<file path="src/rtl/uart_alu_interface.sv">
// -----------------------------------------------------------------------------
// uart_alu_interface
//  Collects a 3-byte command (opcode, operand A, operand B) from the UART RX
//  byte stream, presents the latched operands to the ALU, captures the ALU
//  result and starts a single-byte UART TX transfer with it.
//
//  state   | meaning
//  --------+------------------------------------------------------------
//  WAIT_OP | idle, waiting for an opcode byte (invalid ones are rejected)
//  WAIT_A  | opcode latched, waiting for operand A
//  WAIT_B  | operand A latched, waiting for operand B
//  EXEC    | one cycle for the ALU to settle on the new operands
//  WAIT_TX | result captured, TX started, waiting for i_tx_done
//
// Ports
//  i_clk, i_reset            clock (rising edge), async active-low reset
//  i_rx_done, i_rx_data      received-byte strobe and byte
//  i_tx_done                 TX finished strobe
//  i_alu_result              combinational ALU result
//  o_alu_op, o_alu_a, o_alu_b  latched command to the ALU
//  o_tx_start, o_tx_data     TX start pulse and byte to send
//  o_busy                    high in EXEC and WAIT_TX
//  o_op_err, o_rx_overrun    error pulses (invalid opcode, dropped byte)
// -----------------------------------------------------------------------------
module uart_alu_interface #(
   parameter int DATA_WIDTH = 8,
   parameter int OP_WIDTH   = 6
) (
   input  logic                  i_clk,
   input  logic                  i_reset,
   input  logic                  i_rx_done,
   input  logic [DATA_WIDTH-1:0] i_rx_data,
   input  logic                  i_tx_done,
   input  logic [DATA_WIDTH-1:0] i_alu_result,
   output logic [OP_WIDTH-1:0]   o_alu_op,
   output logic [DATA_WIDTH-1:0] o_alu_a,
   output logic [DATA_WIDTH-1:0] o_alu_b,
   output logic                  o_tx_start,
   output logic [DATA_WIDTH-1:0] o_tx_data,
   output logic                  o_busy,
   output logic                  o_op_err,
   output logic                  o_rx_overrun
);

   typedef enum logic [2:0] {
      S_WAIT_OP = 3'd0,
      S_WAIT_A  = 3'd1,
      S_WAIT_B  = 3'd2,
      S_EXEC    = 3'd3,
      S_WAIT_TX = 3'd4
   } state_t;

   localparam logic [DATA_WIDTH-1:0] OPC_ADD = DATA_WIDTH'(8'h20);
   localparam logic [DATA_WIDTH-1:0] OPC_SUB = DATA_WIDTH'(8'h22);
   localparam logic [DATA_WIDTH-1:0] OPC_AND = DATA_WIDTH'(8'h24);
   localparam logic [DATA_WIDTH-1:0] OPC_OR  = DATA_WIDTH'(8'h25);
   localparam logic [DATA_WIDTH-1:0] OPC_XOR = DATA_WIDTH'(8'h26);
   localparam logic [DATA_WIDTH-1:0] OPC_SRA = DATA_WIDTH'(8'h03);
   localparam logic [DATA_WIDTH-1:0] OPC_SRL = DATA_WIDTH'(8'h02);
   localparam logic [DATA_WIDTH-1:0] OPC_NOR = DATA_WIDTH'(8'h27);

   state_t state, state_nxt;
   logic   op_valid;
   logic   load_op, load_a, load_b, load_res;
   logic   op_err_nxt, overrun_nxt;
   logic   exec_d;

   // Full-byte compare: an opcode whose low bits alias a valid one is still rejected.
   always_comb begin
      op_valid = 1'b0;
      case (i_rx_data)
         OPC_ADD, OPC_SUB, OPC_AND, OPC_OR,
         OPC_XOR, OPC_SRA, OPC_SRL, OPC_NOR: op_valid = 1'b1;
         default:                            op_valid = 1'b0;
      endcase
   end

   always_ff @(posedge i_clk or negedge i_reset) begin
      if (!i_reset) state <= S_WAIT_OP;
      else          state <= state_nxt;
   end

   always_comb begin
      state_nxt = state;
      case (state)
         S_WAIT_OP: if (i_rx_done && op_valid) state_nxt = S_WAIT_A;
         S_WAIT_A:  if (i_rx_done)             state_nxt = S_WAIT_B;
         S_WAIT_B:  if (i_rx_done)             state_nxt = S_EXEC;
         S_EXEC:                               state_nxt = S_WAIT_TX;
         S_WAIT_TX: if (i_tx_done)             state_nxt = S_WAIT_OP;
         default:                              state_nxt = S_WAIT_OP;
      endcase
   end

   always_comb begin
      load_op     = 1'b0;
      load_a      = 1'b0;
      load_b      = 1'b0;
      load_res    = 1'b0;
      op_err_nxt  = 1'b0;
      overrun_nxt = 1'b0;
      o_busy      = 1'b0;
      case (state)
         S_WAIT_OP: begin
            load_op    = i_rx_done && op_valid;
            op_err_nxt = i_rx_done && !op_valid;
         end
         S_WAIT_A: load_a = i_rx_done;
         S_WAIT_B: load_b = i_rx_done;
         S_EXEC: begin
            load_res    = 1'b1;
            overrun_nxt = i_rx_done;
            o_busy      = 1'b1;
         end
         S_WAIT_TX: begin
            overrun_nxt = i_rx_done;
            o_busy      = 1'b1;
         end
         default: ;
      endcase
   end

   // The start pulse trails the result capture by one cycle so o_tx_data is
   // already stable when the transmitter sees the strobe; this places the pulse
   // two cycles after the edge that samples the B byte.
   always_ff @(posedge i_clk or negedge i_reset) begin
      if (!i_reset) begin
         o_alu_op     <= '0;
         o_alu_a      <= '0;
         o_alu_b      <= '0;
         o_tx_data    <= '0;
         o_tx_start   <= 1'b0;
         o_op_err     <= 1'b0;
         o_rx_overrun <= 1'b0;
         exec_d       <= 1'b0;
      end else begin
         if (load_op)  o_alu_op  <= i_rx_data[OP_WIDTH-1:0];
         if (load_a)   o_alu_a   <= i_rx_data;
         if (load_b)   o_alu_b   <= i_rx_data;
         if (load_res) o_tx_data <= i_alu_result;
         exec_d       <= load_res;
         o_tx_start   <= exec_d;
         o_op_err     <= op_err_nxt;
         o_rx_overrun <= overrun_nxt;
      end
   end

endmodule
</file>
<file path="config.mk">
export PLATFORM = sky130hd
export DESIGN_NAME = uart_alu_interface
export DESIGN_NICKNAME = d
export VERILOG_FILES = /design/src/rtl/uart_alu_interface.sv
export SDC_FILE = /design/constraint.sdc
export NUM_CORES = 1
export LEC_CHECK = 0
export ABC_AREA = 1
export BUFFER_PORTS_ARGS = -buffer_cell sky130_fd_sc_hd__buf_2
export CAP_MARGIN = 15
export CELL_PAD_IN_SITES_DETAIL_PLACEMENT = 0
export CELL_PAD_IN_SITES_GLOBAL_PLACEMENT = 1
export CORE_UTILIZATION = 35
export DETAILED_ROUTE_END_ITERATION = 8
export HOLD_SLACK_MARGIN = 0.05
export PLACE_DENSITY_LB_ADDON = 0.1
export SYNTH_ARGS = -nofsm -noshare
export SYNTH_HDL_FRONTEND = slang
export SYNTH_SLANG_ARGS = --single-unit
</file>
<file path="constraint.sdc">
create_clock -name i_clk -period 1.7 [get_ports i_clk]
set_input_delay 0.34 -clock i_clk [delete_from_list [all_inputs] [get_ports i_clk]]
set_output_delay 0.34 -clock i_clk [all_outputs]
set_load 0.02 [all_outputs]
</file>
## Yosys cells after proc, flatten, opt, wreduce, memory -nomap -nowiden

Index checks and enable logic that the tools add are counted.

| storage, ports and cells | value |
|---|---|
| flip-flop bits (word level) | 37 |
| input bits | 20 |
| output and inout port bits | 34 |
| logic and storage cells | 45 |

| operators by class | value |
|---|---|
| eq/ne operators | 16 |
| mux-type cells | 13 |
| reductions and logical operators | 7 |

Operators by type and width:

| kind | count |
|---|---|
| 8-bit by 6-bit equality test with 1-bit output (second input constant) | 6 |
| 8-bit by 2-bit equality test with 1-bit output (second input constant) | 2 |
| 3-bit one-hot mux with 5 select lines | 1 |
| 3-bit two-way mux | 4 |
| 1-bit two-way mux | 8 |
| 2-bit inequality test (second input constant) | 4 |
| 8-bit OR reduction | 1 |
| 3-bit by 2-bit equality test with 1-bit output (second input constant) | 2 |
| 4-bit AND reduction | 1 |
| 3-bit by 1-bit equality test with 1-bit output (second input constant) | 1 |
| 3-bit equality test (second input constant) | 1 |
| 3-bit logical NOT | 1 |
| 1-bit logical AND | 2 |
| 2-bit OR reduction | 1 |
| 1-bit logical NOT | 1 |

## Depth between registers and ports, before layout

Gate-level depths: netlist of the first run.

| logic depth | value |
|---|---|
| word-level depth | 6 |
| depth in mapped cells | 7 |
| mapped depth without buffers | 7 |

## Worst setup path after synthesis of the first run

OpenSTA, ideal clock, no wires.

| timing path | value |
|---|---|
| path type | reg2out |
| from | register state[2] |
| to | output port o_busy |
| data arrival time | 1,102 ps |
| required time | 1,360 ps |
| slack | 258 ps |
| stages on the path, launching flop included | 5 |
| buffers on the path | 1 |
| cells stage by stage | dfrtp_1 nor3_4 inv_2 buf_6 nand2_1 |

| on the way | value |
|---|---|
| longest elaborated chain between the ends | 3 |
| elaborated cells between the ends (all ways) | 4 |
| classes of those cells | 2 x eq/ne; 1 x mux; 1 x reduce/logical |

Ends and longest elaborated chain:

| element | RTL line | source |
|---|---|---|
| start, declared | 62 | `state_t state, state_nxt;` |
| start signal, assigned | 80 | `else state <= state_nxt;` |
| 3-bit equality test / 3-bit by 2-bit equality test with 1-bit output (equally long branches) | 103 | `case (state)` |
| 2-bit OR reduction (no line) * | - |  |
| 1-bit two-way mux * | 103 |  |
| end, declared | 40 | `output logic o_busy,` |

Mark *: on every way between the ends. The rest lies on a longest branch, timed or not.

## Worst setup path in the final report of the first run

| timing path | value |
|---|---|
| from | register state[1] |
| to | output port o_busy |

The elaborated chain is that of the path after synthesis.

==> metrics.cfg, run 1 <==
[run_status]
status = finished, final reports clean

[floorplanning]
start_util_pct = 36.5
io_pins = 54
die-area_sq_um = 4460
coreArea_sq_um = 4030
die_w_um = 66.8
rows = 23
fp.dieH_um = 66.8

[global_route]
antenna_found_initial = 0
grt_busiest_layer = met2
grt_overflow = 0
gr-usage-met1_pct = 17.8
grtUsageTotal_pct = 16.5
first_global_vias = 1158
grt_max_degree = 38
gr-usage-met3_pct = 6.68
use_met2_pct = 27.8
grt_pass1_wl_mm = 5.19

[drt]
final_antenna_net_count = 0
route.detailed.drc = 0
first_pass_iters = 4
post_drt_wl_per_cell_um = 11.8
viasPerCell = 4.43
vias = 1178
drtIter0Drc = 50
drt_wl_total_mm = 3.14

[synth]
synth_top_area_share_pct = 63.0
synthCells = 153
ys_ff_latch = 37
ys_types = 19
syn-num-nets = 173
avgSynthCellArea_sq_um = 9.61
ys_warn_count = 0
synth_area_leaders = dfrtp_1, nand2_1, o21ai_1, inv_1, nand3_1
netlist_area_sq_um = 1470
yosysSeqAreaShare_pct = 63.0
synth.largest_area_cell = dfrtp_1

[setup_path]
crit_fanout = 11
rr_endpoint = o_alu_op[2]$_DFFE_PN0P_
ff2ff_path_depth = 7
crit_arrival_ns = 1.27
critPathKind = reg -> out
crit_path_start_kind = flop
crit_path_end_kind = output port
r2r-start = state[2]$_DFFE_PN0P_
crit_required_ns = 1.36
r2r_slack_ns = 0.29

[finish]
final_common_cell = nand2_1
layoutNonFillerInstCount = 266
diodes = 0
final_cell_mix = nand2_1, buf_2, dfrtp_1
drive_above_1_share_pct = 35.6
fin_nets = 235
area_growth_pct = 30.6

[timing]
fin_crit_sh_pct = 94.9
holdWs_ns = 0.243
tns_ns = 0
maxSlewHeadroom_pct = 78.3
fmax_mhz = 620
setup_violations = 0
slew_viol_final = 0
period_needed_ns = 1.61
worst_slack_ns = 0.0870
skew_ns = 0.00714
tightest_slew_ns = 0.324
final_hold_viol_count = 0

[cts]
h-tree-depth = 2
clock_sinks = 37
clkLatencyLatePin_ns = 0.29
path_clk_slew_ns = 0.07
cts_root_buffer = clkbuf_8
clockBufferDepth = 2
cts_tree = done
cts_buffers = 5

[placed_design]
portBuffers = 53
placed_cells = 255
pre_cts_ws_ns = 0.341
hpwl_mm = 2.25
routabilityCongestion = 0.680

[min_path]
hold_class = in -> reg
worstHoldPathCells = 3
min_from = i_alu_result[4]
hold_end = o_tx_data[4]$_DFFE_PN0P_

[power]
leakagePower_nw = 1.08
vdd_drop_max_mv = 0.642
p_per_area_nw_per_um2 = 1810

[job]
drv_cap = 0

==> critical path, cell delays in order (launching register included) <==
cell,delay (ns)
dfrtp_1,0.37
inv_2,0.07
nor3_4,0.22
inv_4,0.10
nand2_1,0.08
buf_4,0.14
==> synthesized netlist by cell type, drive strengths merged <==
cell / number
nand3: 6
nor2: 6
inv: 16
a211oi: 1
nand4: 1
buf: 3
dfrtp: 37
nor3: 1
a21oi: 2
nand3b: 1
nand2: 57
o21ai: 22
==> through the flow <==
stage          util [%]  area, sq um  power [W]
2_1_floorplan         -         1470    0.00239
3_3_place_gp       44.7         1800    0.00286
3_5_place_dp       44.7         1800    0.00289
4_1_cts            47.0         1890    0.00349
5_1_grt            47.7         1920    0.00376
6_report           47.7         1920    0.00348
==> worst max-delay path by stage <==
stage	from	to	slack (ns)	cells past startpoint
2_1_floorplan	state[2]$_DFFE_PN0P_	o_busy	0.26	4
3_3_place_gp	i_rx_data[3]	o_alu_op[5]$_DFFE_PN0P_	0.37	7
3_5_place_dp	i_rx_data[3]	o_alu_op[2]$_DFFE_PN0P_	0.34	7
4_1_cts	state[2]$_DFFE_PN0P_	o_busy	0.02	4
5_1_grt	state[1]$_DFFE_PN0P_	o_busy	-0.008	5
6_report	state[1]$_DFFE_PN0P_	o_busy	0.09	5
==> flip-flops by register name, indices dropped and copies added, names as in the netlist <==
signal	count
o_tx_data	8
o_alu_a	8
exec_d	1
state	3
o_rx_overrun	1
o_op_err	1
o_alu_op	6
o_tx_start	1
o_alu_b	8
==> layer usage <==
layer  wire length (um)  vias up
li1                   -      606
met1               1390      527
met2               1460       39
met3                226        6
met4                 65        0
met5                  0        -
==> cell type report <==
class	instances	area, sq um
Clock inverter	2	10.0
Sequential cell	37	927
Inverter	16	62.6
Clock buffer	6	72.6
Tap cell	50	62.6
Fill cell	412	2110
Multi-Input combinational cell	97	465
Timing Repair Buffer	58	320
==> cells by family after synthesis <==
kind of cell / share of synthesized area, %
AOI/OAI and AO/OA: 9.45
buffers and inverters: 5.70
DFF: 63.0
and+or+nand+nor: 21.9
==> power by group <==
| group | switching [W] | internal [W] |
|---|---|---|
| Combinational | 0.000974 | 0.000503 |
| Clock | 0.000299 | 0.000284 |
| Sequential | 0.000183 | 0.00124 |
==> timing repair <==
action	4_1_cts	5_1_grt
endpoints found under the hold margin	37	0
hold buffers	1	0
setup endpoints to repair	0	1
setup buffers	0	2
resized for setup	0	4
No activity file was read; power rests on OpenSTA's default activity.
==> inputs of run 2 (changes only) <==
--- a/config.mk
+++ b/config.mk
@@ -10,6 +10,7 @@
 export CAP_MARGIN = 15
 export CELL_PAD_IN_SITES_DETAIL_PLACEMENT = 0
 export CELL_PAD_IN_SITES_GLOBAL_PLACEMENT = 1
+export CORE_ASPECT_RATIO = 0.8
 export CORE_UTILIZATION = 35
 export DETAILED_ROUTE_END_ITERATION = 8
 export HOLD_SLACK_MARGIN = 0.05
==> metrics.cfg, run 2 (synthesis results as in run 1) <==
[floorplanning]
io_pins = 54  ; unchanged
coreArea_sq_um = 3900  ; was 4030 sq um
rows = 20  ; was 23
start_util_pct = 37.7  ; was 36.5%
die-area_sq_um = 4470  ; was 4460 sq um
fp.dieH_um = 60.0  ; was 66.8 um
die_w_um = 74.5  ; was 66.8 um

[drt]
viasPerCell = 4.46  ; was 4.43
drtIter0Drc = 79  ; was 50
first_pass_iters = 4  ; unchanged
post_drt_wl_per_cell_um = 11.0  ; was 11.8 um
final_antenna_net_count = 0  ; unchanged
vias = 1204  ; was 1178
route.detailed.drc = 0  ; unchanged
drt_wl_total_mm = 2.97  ; was 3.14 mm

[power]
leakagePower_nw = 1.08  ; about the same
vdd_drop_max_mv = 0.910  ; was 0.642 mV
total_power_w = 0.00366  ; was 0.00348 W
p_clk_share_pct = 21.3  ; was 16.8%
switching_power_w = 0.00144  ; was 0.00146 W
p_comb_share_pct = 39.8  ; was 42.5%
switching_share_pct = 39.5  ; was 41.9%
internal_power_w = 0.00221  ; was 0.00202 W
power_frac_seq_pct = 38.9  ; was 40.8%
p_per_area_nw_per_um2 = 1880  ; was 1810 nW/um^2

[timing]
skew_ns = 0.00439  ; was 0.00714 ns
tns_ns = 0  ; unchanged
final_hold_viol_count = 0  ; unchanged
tightest_slew_ns = 0.458  ; was 0.324 ns
period_needed_ns = 1.61  ; about the same
holdWs_ns = 0.0896  ; was 0.243 ns
maxSlewHeadroom_pct = 69.4  ; was 78.3%
fin_crit_sh_pct = 94.7  ; was 94.9%
rsz0062_at_grt = false
setup_violations = 0  ; unchanged
fmax_mhz = 621  ; was 620 MHz
slew_viol_final = 0  ; unchanged

[global_route]
first_global_vias = 1044  ; was 1158
antenna_found_initial = 0  ; unchanged
grt_max_degree = 38  ; unchanged
grt_overflow = 0  ; unchanged
grtUsageTotal_pct = 15.0  ; was 16.5%
grt_pass1_wl_mm = 4.83  ; was 5.19 mm

[cts]
cts_root_buffer = clkbuf_8  ; unchanged
clock_sinks = 37  ; unchanged
h-tree-depth = 2  ; unchanged
cts_tree = done  ; unchanged
cts_buffers = 5  ; unchanged
clockBufferDepth = 2  ; unchanged
clkLatencyLatePin_ns = 0.29  ; about the same
path_clk_slew_ns = 0.07  ; about the same
holdBufCountCts = 0  ; was 1

[setup_path]
crit_arrival_ns = 1.27  ; about the same
crit_path_end_kind = output port  ; unchanged
crit_path_start_kind = flop  ; unchanged
crit_required_ns = 1.36  ; about the same
critPathKind = reg -> out  ; unchanged
crit_fanout = 5  ; was 11

[finish]
final_common_cell = nand2_1  ; unchanged
reg.largest.list = o_alu_a (8), o_alu_b (8), o_tx_data (8)  ; unchanged
area_growth_pct = 32.1  ; was 30.6%
final_cell_mix = nand2_1, buf_2, dfrtp_1  ; unchanged
fin_nets = 234  ; was 235
layoutNonFillerInstCount = 270  ; was 266
final_util_pct = 49.7  ; was 47.7%
drive_above_1_share_pct = 35.8  ; was 35.6%
nFillCells = 400  ; was 412
diodes = 0  ; unchanged

[placed_design]
placed_cells = 260  ; was 255
hpwl_mm = 2.15  ; was 2.25 mm
routabilityCongestion = 0.689  ; was 0.680
portBuffers = 53  ; unchanged

[run_status]
status = finished, final reports clean  ; unchanged

[min_path]
hold_class = in -> async  ; was in -> reg

[job]
drv_cap = 0  ; unchanged

-- run 2: cell count changes in the layout (fill, tap and decap cells not counted), sizes merged --
| cell | delta |
|---|---|
| dlygate4sd3 | -1 |
| bufinv | +1 |
| clkbuf | +1 |
| clkinv | -2 |
-- run 2: per-layer routing --
metal	routed length (um)	track usage, %
met1	1410	20.3
met2	1320	21.5
met3	178	4.72
met4	64	8.09
met5	0	0
-- run 2: final timing paths --
path / startpoint / endpoint / slack (ns) / depth (start not counted)
worst max register to register: state[2]$_DFFE_PN0P_ / o_alu_b[4]$_DFFE_PN0P_ / 0.39 / 4
worst min-delay path: i_reset / o_alu_b[0]$_DFFE_PN0P_ / 0.09 / 2
worst min register to register: exec_d$_DFF_PN0_ / o_tx_start$_DFF_PN0_ / 0.36 / 0
min in group i_clk: i_tx_done / state[2]$_DFFE_PN0P_ / 0.23 / 2
max in group asynchronous: i_reset / state[2]$_DFFE_PN0P_ / 1.26 / 2
worst max-delay path: state[1]$_DFFE_PN0P_ / o_busy / 0.09 / 5
-- run 2: critical path, cell delays in order, from the launching register on --
cell and delay [ns]:
dfrtp_1 0.41, inv_2 0.09, nor3_4 0.22, inv_4 0.07
nand2_1 0.08, buf_6 0.12
-- run 2: timing repair --
action	CTS	global route
setup buffers	0	2
setup endpoints to repair	0	1
gates resized for setup	0	5
-- run 2: cell type report --
cell class	instances	area [sq um]	share of cell area, %
flip-flops and latches	37	927	47.7
multi-input cells	97	465	24.0
repair buffers	57	302	15.5
clock buffers	7	86.3	4.45
well taps	55	68.8	3.54
inverters	16	62.6	3.22
clock inverters	1	30.0	1.55
-- run 2: stage by stage --
stage,cell area (sq um),worst slack (ns)
after CTS,1910,0.0353
after global placement,1800,0.342
after floorplan,1470,0.258
final,1940,0.0906
after detailed placement,1800,0.300
after global routing,1940,0.00483
-- run 2: power by group through the flow --
stage	Combinational (W)	Clock [W]	Sequential, W
final	0.00145	0.000779	0.00142
after global routing	0.00161	0.000838	0.00147
after CTS	0.00144	0.000798	0.00142
after detailed placement	0.00143	0	0.00144
after global placement	0.00142	0	0.00143
after floorplan	0.000561	0	0.00183
==> inputs of run 3 (changes only) <==
==> constraint.sdc (replaced) <==
create_clock -name i_clk -period 1.5 [get_ports i_clk]
set_input_delay 0.3 -clock i_clk [delete_from_list [all_inputs] [get_ports i_clk]]
set_output_delay 0.3 -clock i_clk [all_outputs]
set_load 0.02 [all_outputs]
==> metrics.cfg, run 3 (synthesis results as in run 1) <==
[setup_path]
crit_arrival_ns = 1.18  ; was 1.27 ns
rr_endpoint = o_alu_b[7]$_DFFE_PN0P_  ; was o_alu_b[4]$_DFFE_PN0P_
crit_path_start_kind = flop  ; unchanged
crit_path_end_kind = output port  ; unchanged
crit_required_ns = 1.20  ; was 1.36 ns
r2r-start = state[2]$_DFFE_PN0P_  ; unchanged
critPathKind = reg -> out  ; unchanged
crit_fanout = 4  ; was 5
r2r_slack_ns = 0.10  ; was 0.39 ns
ff2ff_path_depth = 5  ; was 4

[power]
vdd_drop_max_mv = 0.833  ; was 0.910 mV
switching_share_pct = 39.3  ; was 39.5%
total_power_w = 0.00418  ; was 0.00366 W
p_clk_share_pct = 21.1  ; was 21.3%
p_per_area_nw_per_um2 = 2110  ; was 1880 nW/um^2
p_comb_share_pct = 40.5  ; was 39.8%
leakagePower_nw = 1.10  ; was 1.08 nW
power_frac_seq_pct = 38.4  ; was 38.9%
internal_power_w = 0.00253  ; was 0.00221 W
switching_power_w = 0.00164  ; was 0.00144 W

[timing]
maxSlewHeadroom_pct = 74.1  ; was 69.4%
setup_violations = 0  ; unchanged
slew_viol_final = 0  ; unchanged
worst_slack_ns = 0.0211  ; was 0.0906 ns
fmax_mhz = 676
tightest_slew_ns = 0.388  ; was 0.458 ns
period_needed_ns = 1.48
rsz0062_at_grt = true  ; was false
holdWs_ns = 0.198  ; was 0.0896 ns
fin_crit_sh_pct = 98.6
skew_ns = 0.00595  ; was 0.00439 ns
final_hold_viol_count = 0  ; unchanged

[drt]
post_drt_wl_per_cell_um = 11.2  ; was 11.0 um
final_antenna_net_count = 0  ; unchanged
first_pass_iters = 4  ; unchanged
drtIter0Drc = 63  ; was 79
viasPerCell = 4.40  ; was 4.46
drt_wl_total_mm = 3.05  ; was 2.97 mm
vias = 1200  ; was 1204
route.detailed.drc = 0  ; unchanged

[floorplanning]
start_util_pct = 37.7  ; unchanged
io_pins = 54  ; unchanged
die-area_sq_um = 4470  ; unchanged
coreArea_sq_um = 3900  ; unchanged
die_w_um = 74.5  ; unchanged
fp.dieH_um = 60.0  ; unchanged
rows = 20  ; unchanged

[cts]
clock_sinks = 37  ; unchanged
clkLatencyLatePin_ns = 0.29  ; about the same
cts_root_buffer = clkbuf_8  ; unchanged
path_clk_slew_ns = 0.07  ; about the same
cts_buffers = 5  ; unchanged
cts_tree = done  ; unchanged
clockBufferDepth = 2  ; unchanged
h-tree-depth = 2  ; unchanged

[placed_design]
pre_cts_ws_ns = 0.154  ; was 0.300 ns
placed_cells = 261  ; was 260
routabilityCongestion = 0.712  ; was 0.689
portBuffers = 53  ; unchanged
hpwl_mm = 2.32  ; was 2.15 mm

[global_route]
grt_overflow = 0  ; unchanged
antenna_found_initial = 0  ; unchanged
first_global_vias = 1073  ; was 1044
grt_max_degree = 23  ; was 38
grtUsageTotal_pct = 15.1  ; was 15.0%
grt_pass1_wl_mm = 4.81  ; was 4.83 mm

[finish]
final_common_cell = nand2_1  ; unchanged
fin_nets = 237  ; was 234
drive_above_1_share_pct = 37.2  ; was 35.8%
layoutNonFillerInstCount = 273  ; was 270
area_growth_pct = 34.9  ; was 32.1%
reg.largest.list = o_alu_a (8), o_alu_b (8), o_tx_data (8)  ; unchanged
diodes = 0  ; unchanged
final_cell_mix = nand2_1, buf_2, dfrtp_1  ; unchanged

[job]
drv_cap = 0  ; unchanged

[min_path]
hold_class = in -> reg  ; was in -> async
hold_end = state[2]$_DFFE_PN0P_
worstHoldPathCells = 2
min_from = i_tx_done

[run_status]
status = finished, final reports clean  ; unchanged

run 3: changes by cell type in the layout (fill, tap and decap cells not counted), sizes merged:
cell and delta:
buf +2, clkinvlp +1, dlygate4sd3 +1, clkbuf -1
run 3: power groups by stage:
stage               sequential, W  combinational, W  clock, W
finish                    0.00160           0.00169  0.000881
global route              0.00166           0.00187  0.000962
CTS                       0.00161           0.00169  0.000912
detailed placement        0.00163           0.00164         0
global placement          0.00161           0.00162         0
floorplan                 0.00208          0.000636         0
run 3: stage by stage:
stage | TNS (ns) | utilization [%] | instance area [sq um]
after floorplan | 0 | - | 1470
after global placement | 0 | 46.5 | 1820
after detailed placement | 0 | 46.5 | 1820
after CTS | 0 | 50.4 | 1970
after global routing | -0.223 | 50.8 | 1980
final | 0 | 50.8 | 1980
run 3: metal layers:
metal	part of all wire, %	track usage (%)	vias to the layer above	wire (um)
met5	0	0	-	0
met2	44	21.4	33	1330
li1	-	-	609	-
met1	48	20.3	553	1460
met3	7.5	6.91	5	229
met4	0.95	5.12	0	29
run 3: worst max path at each step:
stage	start	end	slack [ns]
floorplan	state[2]$_DFFE_PN0P_	o_busy	0.1
global placement	i_rx_data[7]	o_alu_op[1]$_DFFE_PN0P_	0.21
detailed placement	i_rx_data[7]	o_alu_op[5]$_DFFE_PN0P_	0.15
CTS	state[2]$_DFFE_PN0P_	o_busy	0.02
global route	state[2]$_DFFE_PN0P_	o_busy	-0.05
finish	state[2]$_DFFE_PN0P_	o_busy	0.02
run 3: repair_timing:
action                                 in CTS  in global routing
resized for setup                           3                  2
setup endpoints to repair                   1                  9
cloned                                      0                  0
hold buffers                                1                  0
pin swaps                                   0                  1
endpoints found under the hold margin      15                  0
buffers inserted                            2                  1
run 3: critical path: stages, from the launching register on:
cell,delay (ns)
dfrtp_2,0.44
buf_4,0.14
nand3_2,0.12
nand2_2,0.07
buf_6,0.13
run 3: cell type report:
| cell class | count | area, sq um |
|---|---|---|
| clock buffer | 6 | 82.6 |
| clock inverter | 2 | 37.5 |
| fill | 411 | 1920 |
| inverter | 16 | 60.1 |
| multi-input combinational | 97 | 468 |
| sequential | 37 | 927 |
| tap | 55 | 68.8 |
| timing repair buffer | 60 | 339 |
